===== src/rtl/div8s4_seq.sv =====
// div8s4_seq: sequential signed divider, DW-bit dividend by VW-bit divisor.
// Restoring radix-2 division on magnitudes, one quotient bit per clock,
// with a sign fix applied when the last quotient bit is produced.
// valid/ready handshake on both the operand and the result side.
module div8s4_seq #(
  parameter int DW = 8,
  parameter int VW = 4
) (
  input  logic          clk,
  input  logic          rst_n,
  input  logic          in_valid,
  output logic          in_ready,
  input  logic [DW-1:0] dividend,
  input  logic [VW-1:0] divisor,
  output logic          out_valid,
  input  logic          out_ready,
  output logic [DW-1:0] quotient,
  output logic [VW-1:0] remainder,
  output logic          dz,
  output logic          ovf,
  output logic          q_fits_vw
);

  localparam int CW = $clog2(DW + 1);

  localparam logic [1:0] S_IDLE = 2'd0;
  localparam logic [1:0] S_CALC = 2'd1;
  localparam logic [1:0] S_DONE = 2'd2;

  // Smallest quotient magnitude that no longer fits a positive VW-bit signed value.
  localparam logic [DW-1:0] QLIM = DW'(1) << (VW - 1);

  logic [1:0]    state;
  logic [DW-1:0] dvd;      // dividend magnitude shifting out MSB-first, quotient bits shifting in
  logic [VW-1:0] dvs;      // divisor magnitude; 2^(VW-1) still fits unsigned
  logic [VW-1:0] rem;      // partial remainder, always below dvs
  logic          neg_q;
  logic          neg_r;
  logic [CW-1:0] cnt;

  logic [VW:0]   shifted;
  logic          ge;
  logic [VW-1:0] rem_nxt;
  logic [DW-1:0] q_nxt;
  logic          ovf_nxt;
  logic          fits_nxt;

  assign in_ready  = (state == S_IDLE);
  assign out_valid = (state == S_DONE);

  // One restoring step: shift in the next dividend bit, trial-subtract the divisor.
  always_comb begin
    // NOTE: every variable gets a default first so no path leaves it unassigned (no latch).
    shifted = {rem, dvd[DW-1]};
    ge      = (shifted >= {1'b0, dvs});
    rem_nxt = shifted[VW-1:0];
    if (ge) rem_nxt = VW'(shifted - {1'b0, dvs});
    q_nxt    = {dvd[DW-2:0], ge};
    // Only -2^(DW-1) / -1 yields a positive magnitude with the top bit set.
    ovf_nxt  = !neg_q && q_nxt[DW-1];
    fits_nxt = !ovf_nxt && (neg_q ? (q_nxt <= QLIM) : (q_nxt < QLIM));
  end

  // Control FSM, datapath registers and registered result outputs.
  always_ff @(posedge clk or negedge rst_n) begin
    if (!rst_n) begin
      state     <= S_IDLE;
      dvd       <= '0;
      dvs       <= '0;
      rem       <= '0;
      neg_q     <= 1'b0;
      neg_r     <= 1'b0;
      cnt       <= '0;
      quotient  <= '0;
      remainder <= '0;
      dz        <= 1'b0;
      ovf       <= 1'b0;
      q_fits_vw <= 1'b0;
    end else begin
      // NOTE: non-blocking assignments so every register samples pre-edge values.
      case (state)
        S_IDLE: begin
          if (in_valid) begin
            dvd   <= dividend[DW-1] ? -dividend : dividend;
            dvs   <= divisor[VW-1] ? -divisor : divisor;
            rem   <= '0;
            neg_q <= dividend[DW-1] ^ divisor[VW-1];
            neg_r <= dividend[DW-1];
            cnt   <= CW'(DW);
            if (divisor == '0) begin
              // Divide by zero skips the iterations entirely.
              quotient  <= '0;
              remainder <= '0;
              dz        <= 1'b1;
              ovf       <= 1'b0;
              q_fits_vw <= 1'b0;
              state     <= S_DONE;
            end else begin
              state <= S_CALC;
            end
          end
        end
        S_CALC: begin
          dvd <= q_nxt;
          rem <= rem_nxt;
          cnt <= cnt - 1'b1;
          if (cnt == CW'(1)) begin
            quotient  <= neg_q ? -q_nxt : q_nxt;
            remainder <= neg_r ? -rem_nxt : rem_nxt;
            dz        <= 1'b0;
            ovf       <= ovf_nxt;
            q_fits_vw <= fits_nxt;
            state     <= S_DONE;
          end
        end
        S_DONE: begin
          if (out_ready) state <= S_IDLE;
        end
        default: state <= S_IDLE;
      endcase
    end
  end

endmodule


===== config.mk =====
export PLATFORM = sky130hd
export DESIGN_NAME = div8s4_seq
export DESIGN_NICKNAME = d
export VERILOG_FILES = /design/src/rtl/div8s4_seq.sv
export SDC_FILE = /design/constraint.sdc
export NUM_CORES = 1
export LEC_CHECK = 0
export BUFFER_PORTS_ARGS = -buffer_cell sky130_fd_sc_hd__clkbuf_2
export CAP_MARGIN = 0
export CORE_MARGIN = 2
export CORE_UTILIZATION = 55
export DETAILED_ROUTE_END_ITERATION = 8
export PLACE_DENSITY = 0.76
export SYNTH_ARGS = -nofsm -noshare
export SYNTH_HDL_FRONTEND = slang
export SYNTH_SLANG_ARGS = --single-unit

===== constraint.sdc =====
create_clock -name clk -period 3.1 [get_ports clk]
set_clock_uncertainty 0.15 [all_clocks]
set_input_delay 0.465 -clock clk [delete_from_list [all_inputs] [get_ports clk]]
set_output_delay 0.465 -clock clk [all_outputs]
set_load 0.02 [all_outputs]

Yosys cells after proc, flatten, opt, wreduce, memory -nomap -nowiden
Index checks and enable logic that the tools add are counted.
{"block": "totals", "reg_bits": 39, "output_inout_bits": 17}
{"block": "classes", "n_mux": 35, "eq_ne": 7, "n_addsub": 6, "n_reduce_logical": 11, "bitwise": 1, "order_cmp": 3}
{"op": "2-to-1 mux 8 bit", "count": 6}
{"op": "2-to-1 mux 4 bit", "count": 8}
{"op": "one-hot mux 8 bit (2 select lines)", "count": 2}
{"op": "one-hot mux 4 bit (2 select lines)", "count": 3}
{"op": "negation 8 bit", "count": 2}
{"op": "<= comparator 8 x 4 -> 1 bit, second input constant", "count": 1}
{"op": "< comparator 8 x 4 -> 1 bit, second input constant", "count": 1}
{"op": "2-to-1 mux 1 bit", "count": 8}
{"op": "2-to-1 mux 2 bit", "count": 4}
{"op": "negation 4 bit", "count": 2}
{"op": "one-hot mux 1 bit (2 select lines)", "count": 3}
{"op": "one-hot mux 2 bit (3 select lines)", "count": 1}
{"op": ">= comparator 5 x 4 -> 1 bit", "count": 1}
{"op": "equality test 4 x 1 -> 1 bit, second input constant", "count": 1}
{"op": "logical NOT 4 bit", "count": 1}
{"op": "!= test 2 x 1 -> 1 bit, second input constant", "count": 2}
{"op": "!= test 2 bit, second input constant", "count": 2}
{"op": "AND reduction 2 bit", "count": 2}
{"op": "AND reduction 4 bit", "count": 1}
{"op": "subtractor 4 x 1 -> 4 bit, second input constant", "count": 1}
{"op": "subtractor 4 bit", "count": 1}
{"op": "AND reduction 3 bit", "count": 1}
{"op": "equality test 2 x 1 -> 1 bit, second input constant", "count": 1}
{"op": "equality test 2 bit, second input constant", "count": 1}
{"op": "5 further kinds", "count": 7}

Longest topological paths before layout
Gate-level depths: netlist of the first run.
{"block": "depth", "depth_word": 6, "depth_mapped": 12, "ltp_nobuf": 12}

Worst setup path after synthesis of the first run
No wires, ideal clock.
{"block": "synth_timing", "path_type": "register to register", "startpoint": "reg rem[0]", "endpoint": "reg quotient[6]", "t_required_ns": 2.815, "setup_time_ns": 0.135, "stages_incl_launch_ff": 10, "arrival_ns": 2.178, "synth_period_minus_slack_ns": 2.463, "setup_slack_ns": 0.637, "path_cell_list": "dfrtp_1 ha_1 nor4_2 a22oi_4 inv_6 ha_1 or3b_1 o31ai_1 xor2_1 o21ai_0"}
{"block": "synth_via", "elab_chain_cells": 5}
{"element": "start: declaration", "line": "36", "text": "logic [VW-1:0] rem;"}
{"element": "start signal: assignment", "line": "105", "text": "rem <= rem_nxt;"}
{"element": ">= comparator 5 x 4 -> 1 bit", "line": "55", "text": "ge = (shifted >= {1'b0, dvs});"}
{"element": "negation 8 bit", "line": "108", "text": "quotient <= neg_q ? -q_nxt : q_nxt;"}
{"element": "2-to-1 mux 8 bit", "line": "108"}
{"element": "2-to-1 mux 8 bit", "line": "107", "text": "if (cnt == CW'(1)) begin"}
{"element": "one-hot mux 8 bit (2 select lines)", "line": "81", "text": "case (state)"}
{"element": "end signal: assignment", "line": "108"}
{"element": "end: declaration", "line": "17", "text": "output logic [DW-1:0] quotient,"}
No other way between the ends. The select of a mux whose other input is x is not followed.
A chain may end at the register's enable or synchronous reset.

Final worst setup path of the first run
Ends and elaborated chain as after synthesis.

==> results by group, run 1 <==
Run status
  – Status: finished clean

Worst setup path
  – Crit. Startpoint: rem[0]$_DFFE_PN0P_
  – Worst r2r src: rem[0]$_DFFE_PN0P_
  – Crit path kind: register to register
  – Element type at the critical path end: register
  – CP Capture Point: quotient[6]$_DFFE_PN0P_
  – R2R setup slack: 0.42 ns
  – RR Endpoint: quotient[6]$_DFFE_PN0P_
  – Worst Path Max Fanout: 8
  – Worst R2R Path Depth: 9
  – Arrival time at the worst endpoint: 2.69 ns
  – Worst path required time: 3.11 ns
  – Setup crit start kind: register

Logic synthesis
  – Yosys top cell by area: dfrtp_1
  – Post-synth top cells: 47 x nand2_1, 39 x dfrtp_1, 33 x o21ai_0, 13 x inv_1, 11 x nor2_1
  – Synthesized area: 2220 um^2
  – Syn Area/Cell: 9.10 um^2
  – Syn Nets: 271
  – Post-synth top area share: 0.439
  – Syn Inst Count: 244
  – Post-synth top flop: dfrtp_1
  – Synth Warn #: 0
  – Synth cell types: 38
  – Flops & latches, synth: 39
  – Most frequent cell after synthesis: nand2_1
  – Number of synthesized flops with an enable pin: 0
  – Sequential element share of the synthesized area: 0.439
  – Synth top area cells: dfrtp_1 44%, nand2_1 7.9%, o21ai_0 7.4%
  – Async S/R FF share, synth: 1.00

Power and ir drop
  – Int Power: 1620 uW
  – Switching power: 1330 uW
  – Clock share of power: 0.126
  – Pwr Density: 1170 nW/um^2
  – Switching share of power: 0.451
  – Flop pwr share: 0.330
  – Leakage power: 0.00121 uW
  – Gate power share: 0.544
  – Maximum VDD drop: 0.676 mV

Clock tree
  – Cts bufs inserted: 5
  – Resized Gates After CTS: 0
  – TritonCTS clock tree: yes
  – Sinks on Clock Net: 39
  – CTS H-Tree Depth: 2
  – Max Root-Sink Buffers: 2
  – Clk slew on worst S/H paths: 0.08 ns
  – Post-CTS setup buffers: 0
  – Worst-Skew Late Latency: 0.28 ns
  – Hold_buf cts: 0
  – Clock Tree Root: clkbuf_8

Timing
  – Crit share post-route: 0.866
  – Total negative slack: 0 ns
  – Max Slew Vio Count: 0
  – Fin. Hold Viols: 0
  – Slew HR: 0.360
  – RSZ-0062 raised after global routing: false
  – F_max: 0.372 GHz
  – Worst-Margin Slew: 0.961 ns
  – Final setup vio count: 0
  – Post-route minimum period: 2.68 ns

Placed design
  – DP Wirelength: 3320 um
  – Placed cells: 317
  – GP Congestion: 0.870
  – Port-buffer cells: 32

Finish
  – Layout Nets: 301
  – Post-route insts no fill: 325
  – Layout cells sized above 1: 0.182
  – Ant diodes: 0
  – Area Overhead vs Synth: 13.2%

Global route
  – Aggregate global routing overflow: 0
  – First-pass GRT wire length: 7710 um
  – Number of global-route vias before repair: 1,739
  – Maximum number of pins on one net before global-route repair: 40
  – GRT Util Overall: 0.228
  – Initial antenna violation count: 0

Floorplanning
  – Die ar.: 4560 um^2
  – CORE AREA: 3940 um^2
  – Chip height: 67.5 um
  – Core Rows: 23
  – Die W: 67.5 um
  – Starting Density: 0.563
  – # IOs: 33

Flow run
  – Max-cap violations: 0

Detailed routing
  – Remaining antenna violation count after routing: 0
  – Post-Route WL: 4480 um
  – DR iter-0 viols: 93
  – Vias per cell: 5.49
  – Pre-antenna DRT Iters: 4
  – Via count: 1,785
  – Residual DRC: 0
  – Avg WL per Cell: 13.8 um

Min path
  – HP Class: input port to asynchronous set/reset pin
==> state kept, by name, indices dropped and copies added, names as in the netlist, 2 cells and up <==
| register | cells |
|---|---|
| cnt | 4 |
| dvd | 8 |
| remainder | 4 |
| dvs | 4 |
| rem | 4 |
| quotient | 8 |
| state | 2 |
==> layout make-up <==
cell class,count,area (um^2)
clock buffers,8,100
repair buffers,34,175
well taps,50,62.6
multi-input cells,179,1140
flip-flops and latches,39,976
fillers,344,1430
inverters,15,61.3
==> cells by family (layout without fill, tap and decap cells) <==
family                     after synthesis  in the layout  share of synthesized area
and+or+nand+nor                         82             82                      0.173
adders and majority gates               11             11                     0.0654
muxes                                    6              6                     0.0287
DFF                                     39             39                      0.439
xor gates and xnor gates                19             19                     0.0749
buffers and inverters                   26             57                     0.0473
AOI/OAI and AO/OA                       61             61                      0.171
==> metrics by stage <==
step | setup slack, ns | hold WS (ns) | power [uW] | utilization | area [um^2]
after global routing | 0.228 | 0.237 | 3220 | 0.638 | 2510
after CTS | 0.389 | 0.202 | 2970 | 0.638 | 2510
after global placement | 0.555 | 0.312 | 2560 | 0.613 | 2410
final | 0.415 | 0.170 | 2950 | 0.638 | 2510
after detailed placement | 0.398 | 0.321 | 2590 | 0.613 | 2410
after floorplan | 0.637 | 0.0194 | 2190 | - | 2220
==> placed cells by master (no fill, tap or decap), types with 5 or more instances in the layout <==
master    synthesis  layout
a22oi_1           8       8
a21oi_1           5       5
inv_1            13      13
dfrtp_1          39      39
clkbuf_8          0       7
clkbuf_2          1      32
nand2_1          47      47
nor2_1           11      11
o21ai_0          33      33
nand2b_1          6       6
xor2_1            9       9
xnor2_1          10      10
mux2i_1           5       5
ha_1             10      10
==> power groups by stage <==
stage	combinational [uW]	clock (uW)	sequential, uW
final	1610	371	972
after global placement	1590	0	967
after global routing	1810	400	1010
after detailed placement	1610	0	982
after CTS	1620	382	973
after floorplan	1170	0	1020
==> routing by layer <==
| metal | wire, um | global-route usage | vias up |
|---|---|---|---|
| li1 | - | - | 892 |
| met1 | 2080 | 0.295 | 832 |
| met2 | 2090 | 0.373 | 54 |
| met3 | 226 | 0.0433 | 7 |
| met4 | 85 | 0.0944 | 0 |
| met5 | 0 | 0 | - |
==> how the worst min path moves through the flow <==
stage	end	slack [ns]	cells after the start
CTS	cnt[1]$_DFFE_PN0P_	0.20	1
finish	cnt[1]$_DFFE_PN0P_	0.17	1
global placement	remainder[0]$_DFFE_PN0P_	0.31	2
detailed placement	dvs[1]$_DFFE_PN0P_	0.32	2
floorplan	cnt[0]$_DFFE_PN0P_	0.02	0
global route	state[1]$_DFFE_PN0P_	0.24	2
==> worst max-delay path, stage by stage, from the launching register on <==
cell and delay [ns]:
dfrtp_1 0.44, ha_1 0.23, nor4_2 0.35, a22oi_4 0.20, inv_6 0.13, ha_1 0.18, or3b_1 0.37, o31ai_1 0.26
xor2_1 0.16, o21ai_0 0.08
Power figures use the tool's default switching activity.
==> run 2: changes to the inputs <==
==> config.mk (replaced) <==
export PLATFORM = sky130hd
export DESIGN_NAME = div8s4_seq
export DESIGN_NICKNAME = d
export VERILOG_FILES = /design/src/rtl/div8s4_seq.sv
export SDC_FILE = /design/constraint.sdc
export NUM_CORES = 1
export LEC_CHECK = 0
export CAP_MARGIN = 0
export CORE_MARGIN = 2
export CORE_UTILIZATION = 30
export DETAILED_ROUTE_END_ITERATION = 8
export DONT_BUFFER_PORTS = 1
export PLACE_DENSITY = 0.43
export SYNTH_ARGS = -nofsm -noshare
export SYNTH_HDL_FRONTEND = slang
export SYNTH_SLANG_ARGS = --single-unit
==> run 2 against run 1 <==
Utilization shrank 30 points. Largest power group unchanged. Setup slack gained 0.046 ns. Critical path type unchanged. Highest routed layer unchanged. Sequential share of layout area grew 0.93 points. Die area grew 78%. Cell area shrank 2.3%. Critical path depth is the same.
==> results by group, run 2 (synthesis results as in run 1) <==
Finish
  – Layout cells sized above 1: 0.0891 (-0.0927)
  – Most frequent cells in the layout: 47 x nand2_1, 39 x dfrtp_1, 33 x o21ai_0, 13 x inv_1, 11 x nor2_1
  – Ant diodes: 0 (unchanged)
  – Biggest regs: dvd: 8 flops, quotient: 8 flops
  – Layout Nets: 274 (-9.0%)
  – Most common library cell in the layout ignoring fill and taps: nand2_1
  – Finished Core Util: 0.340 (-0.297)
  – Post-route insts no fill: 346 (+6.5%)
  – Area Overhead vs Synth: 10.6%

Detailed routing
  – Vias per cell: 4.81 (-12%)
  – Residual DRC: 0 (unchanged)
  – Pre-antenna DRT Iters: 4 (unchanged)
  – Post-Route WL: 5230 um (+17%)
  – Via count: 1,664 (-6.8%)
  – DR iter-0 viols: 53 (-43%)
  – Avg WL per Cell: 15.1 um (+9.7%)
  – Remaining antenna violation count after routing: 0 (unchanged)

Floorplanning
  – # IOs: 33 (unchanged)
  – Chip height: 90.0 um (+33%)
  – Die ar.: 8110 um^2 (+78%)
  – CORE AREA: 7210 um^2 (+83%)
  – Die W: 90.0 um (+33%)
  – Core Rows: 31 (+35%)
  – Starting Density: 0.308 (-0.255)

Clock tree
  – Max Root-Sink Buffers: 2 (unchanged)
  – Worst-Skew Late Latency: 0.29 ns (about the same)
  – Resized Gates After CTS: 0 (unchanged)
  – Post-CTS setup buffers: 0 (unchanged)
  – Sinks on Clock Net: 39 (unchanged)
  – Cts bufs inserted: 5 (unchanged)
  – CTS H-Tree Depth: 2 (unchanged)
  – TritonCTS clock tree: yes
  – Clock Tree Root: clkbuf_8
  – Clk slew on worst S/H paths: 0.08 ns (about the same)
  – Hold_buf cts: 2 (+2)

Global route
  – First-pass GRT wire length: 9430 um (+22%)
  – Aggregate global routing overflow: 0 (unchanged)
  – Initial antenna violation count: 0 (unchanged)
  – GRT Util Overall: 0.144 (-0.0833)
  – Maximum number of pins on one net before global-route repair: 40 (unchanged)
  – Number of global-route vias before repair: 1,774 (+2.0%)

Placed design
  – DP Wirelength: 3830 um (+15%)
  – Port-buffer cells: 0 (-100%)
  – Placed cells: 337 (+6.3%)
  – GP Congestion: 0.779 (-10%)

Timing
  – F_max: 0.379 GHz (+1.7%)
  – Final setup vio count: 0 (unchanged)
  – Crit share post-route: 0.851 (-0.0149)
  – Worst-Margin Slew: 0.635 ns (-0.325 ns)
  – Final hold slack: 0.122 ns (-0.0477 ns)
  – RSZ-0062 raised after global routing: false
  – Slew HR: 0.576 (+0.217)
  – Max Slew Vio Count: 0 (unchanged)
  – Fin. Hold Viols: 0 (unchanged)
  – Total negative slack: 0 ns (unchanged)
  – Post-route minimum period: 2.64 ns (-0.0461 ns)

Worst setup path
  – CP dominant cell by count: ha_1
  – Crit path kind: register to register
  – Element type at the critical path end: register
  – WP buf/inv: 1 (unchanged)
  – Max incr delay on CP: 0.46 ns (+0.02 ns)
  – Setup crit start kind: register
  – CP Cell Sequence: ha_1 > nor4_2 > a22oi_4 > inv_6 > ha_1 > or3b_1 > o31ai_1 > xor2_1 > o21ai_0
  – Crit-path slowest cell: dfrtp_1
  – Arrival time at the worst endpoint: 2.64 ns (-0.05 ns)
  – Worst Path Max Fanout: 8 (unchanged)
  – Worst path required time: 3.11 ns (about the same)
  – Delay-heaviest family, CP: simple AND/OR/NAND/NOR gates

Power and ir drop
  – Leakage power: 0.00110 uW (-9.3%)
  – Pwr Density: 1170 nW/um^2 (-0.30%)
  – Maximum VDD drop: 0.292 mV (-57%)

Run status
  – Status: finished clean

Min path
  – HP Class: input port to register

Flow run
  – Max-cap violations: 0 (unchanged)
-- run 2: cell count changes in the layout (fill, tap and decap cells not counted) --
cell,previous run,this run
buf_12,0,1
buf_4,2,5
clkbuf_1,1,0
clkbuf_2,32,0
clkbuf_8,7,6
clkinv_2,0,1
dlygate4sd3_1,0,1
-- run 2: report_power, final --
group          leakage, uW  switching, uW  total, uW  internal, uW
combinational     0.000560            797       1420           621
sequential        0.000488            355       1100           747
clock            0.0000470            178        353           175
-- run 2: layout make-up --
cell class / instances / area (um^2)
fillers: 791 / 4760
multi-input cells: 179 / 1140
flip-flops and latches: 39 / 976
well taps: 99 / 124
clock buffers: 6 / 82.6
repair buffers: 7 / 67.6
inverters: 15 / 61.3
clock inverters: 1 / 5.00
-- run 2: worst paths after layout --
path                                         start                       to  slack, ns  depth (start not counted)
min in group asynchronous                    rst_n       dvs[2]$_DFFE_PN0P_       0.50                          2
worst min register to register  dvs[1]$_DFFE_PN0P_       dvs[1]$_DFFE_PN0P_       0.35                          2
worst min-delay path                     out_ready     state[1]$_DFFE_PN0P_       0.12                          1
max in group asynchronous                    rst_n  quotient[4]$_DFFE_PN0P_       2.11                          2
worst max register to register  rem[0]$_DFFE_PN0P_  quotient[6]$_DFFE_PN0P_       0.46                          9
worst max-delay path            rem[0]$_DFFE_PN0P_  quotient[6]$_DFFE_PN0P_       0.46                          9
-- run 2: stage by stage --
step,area (um^2),setup slack [ns],power (uW)
global placement,2340,0.511,2550
detailed placement,2340,0.434,2550
CTS,2460,0.430,2930
finish,2460,0.461,2870
floorplan,2220,0.637,2190
global route,2460,0.238,3200
-- run 2: per-layer routing --
layer  GRT usage  share of wire  vias to the layer above
li1            -              -                      835
met1       0.197           0.49                      785
met2       0.230           0.46                       42
met3      0.0327          0.045                        2
met4      0.0423         0.0078                        0
met5           0              0                        -
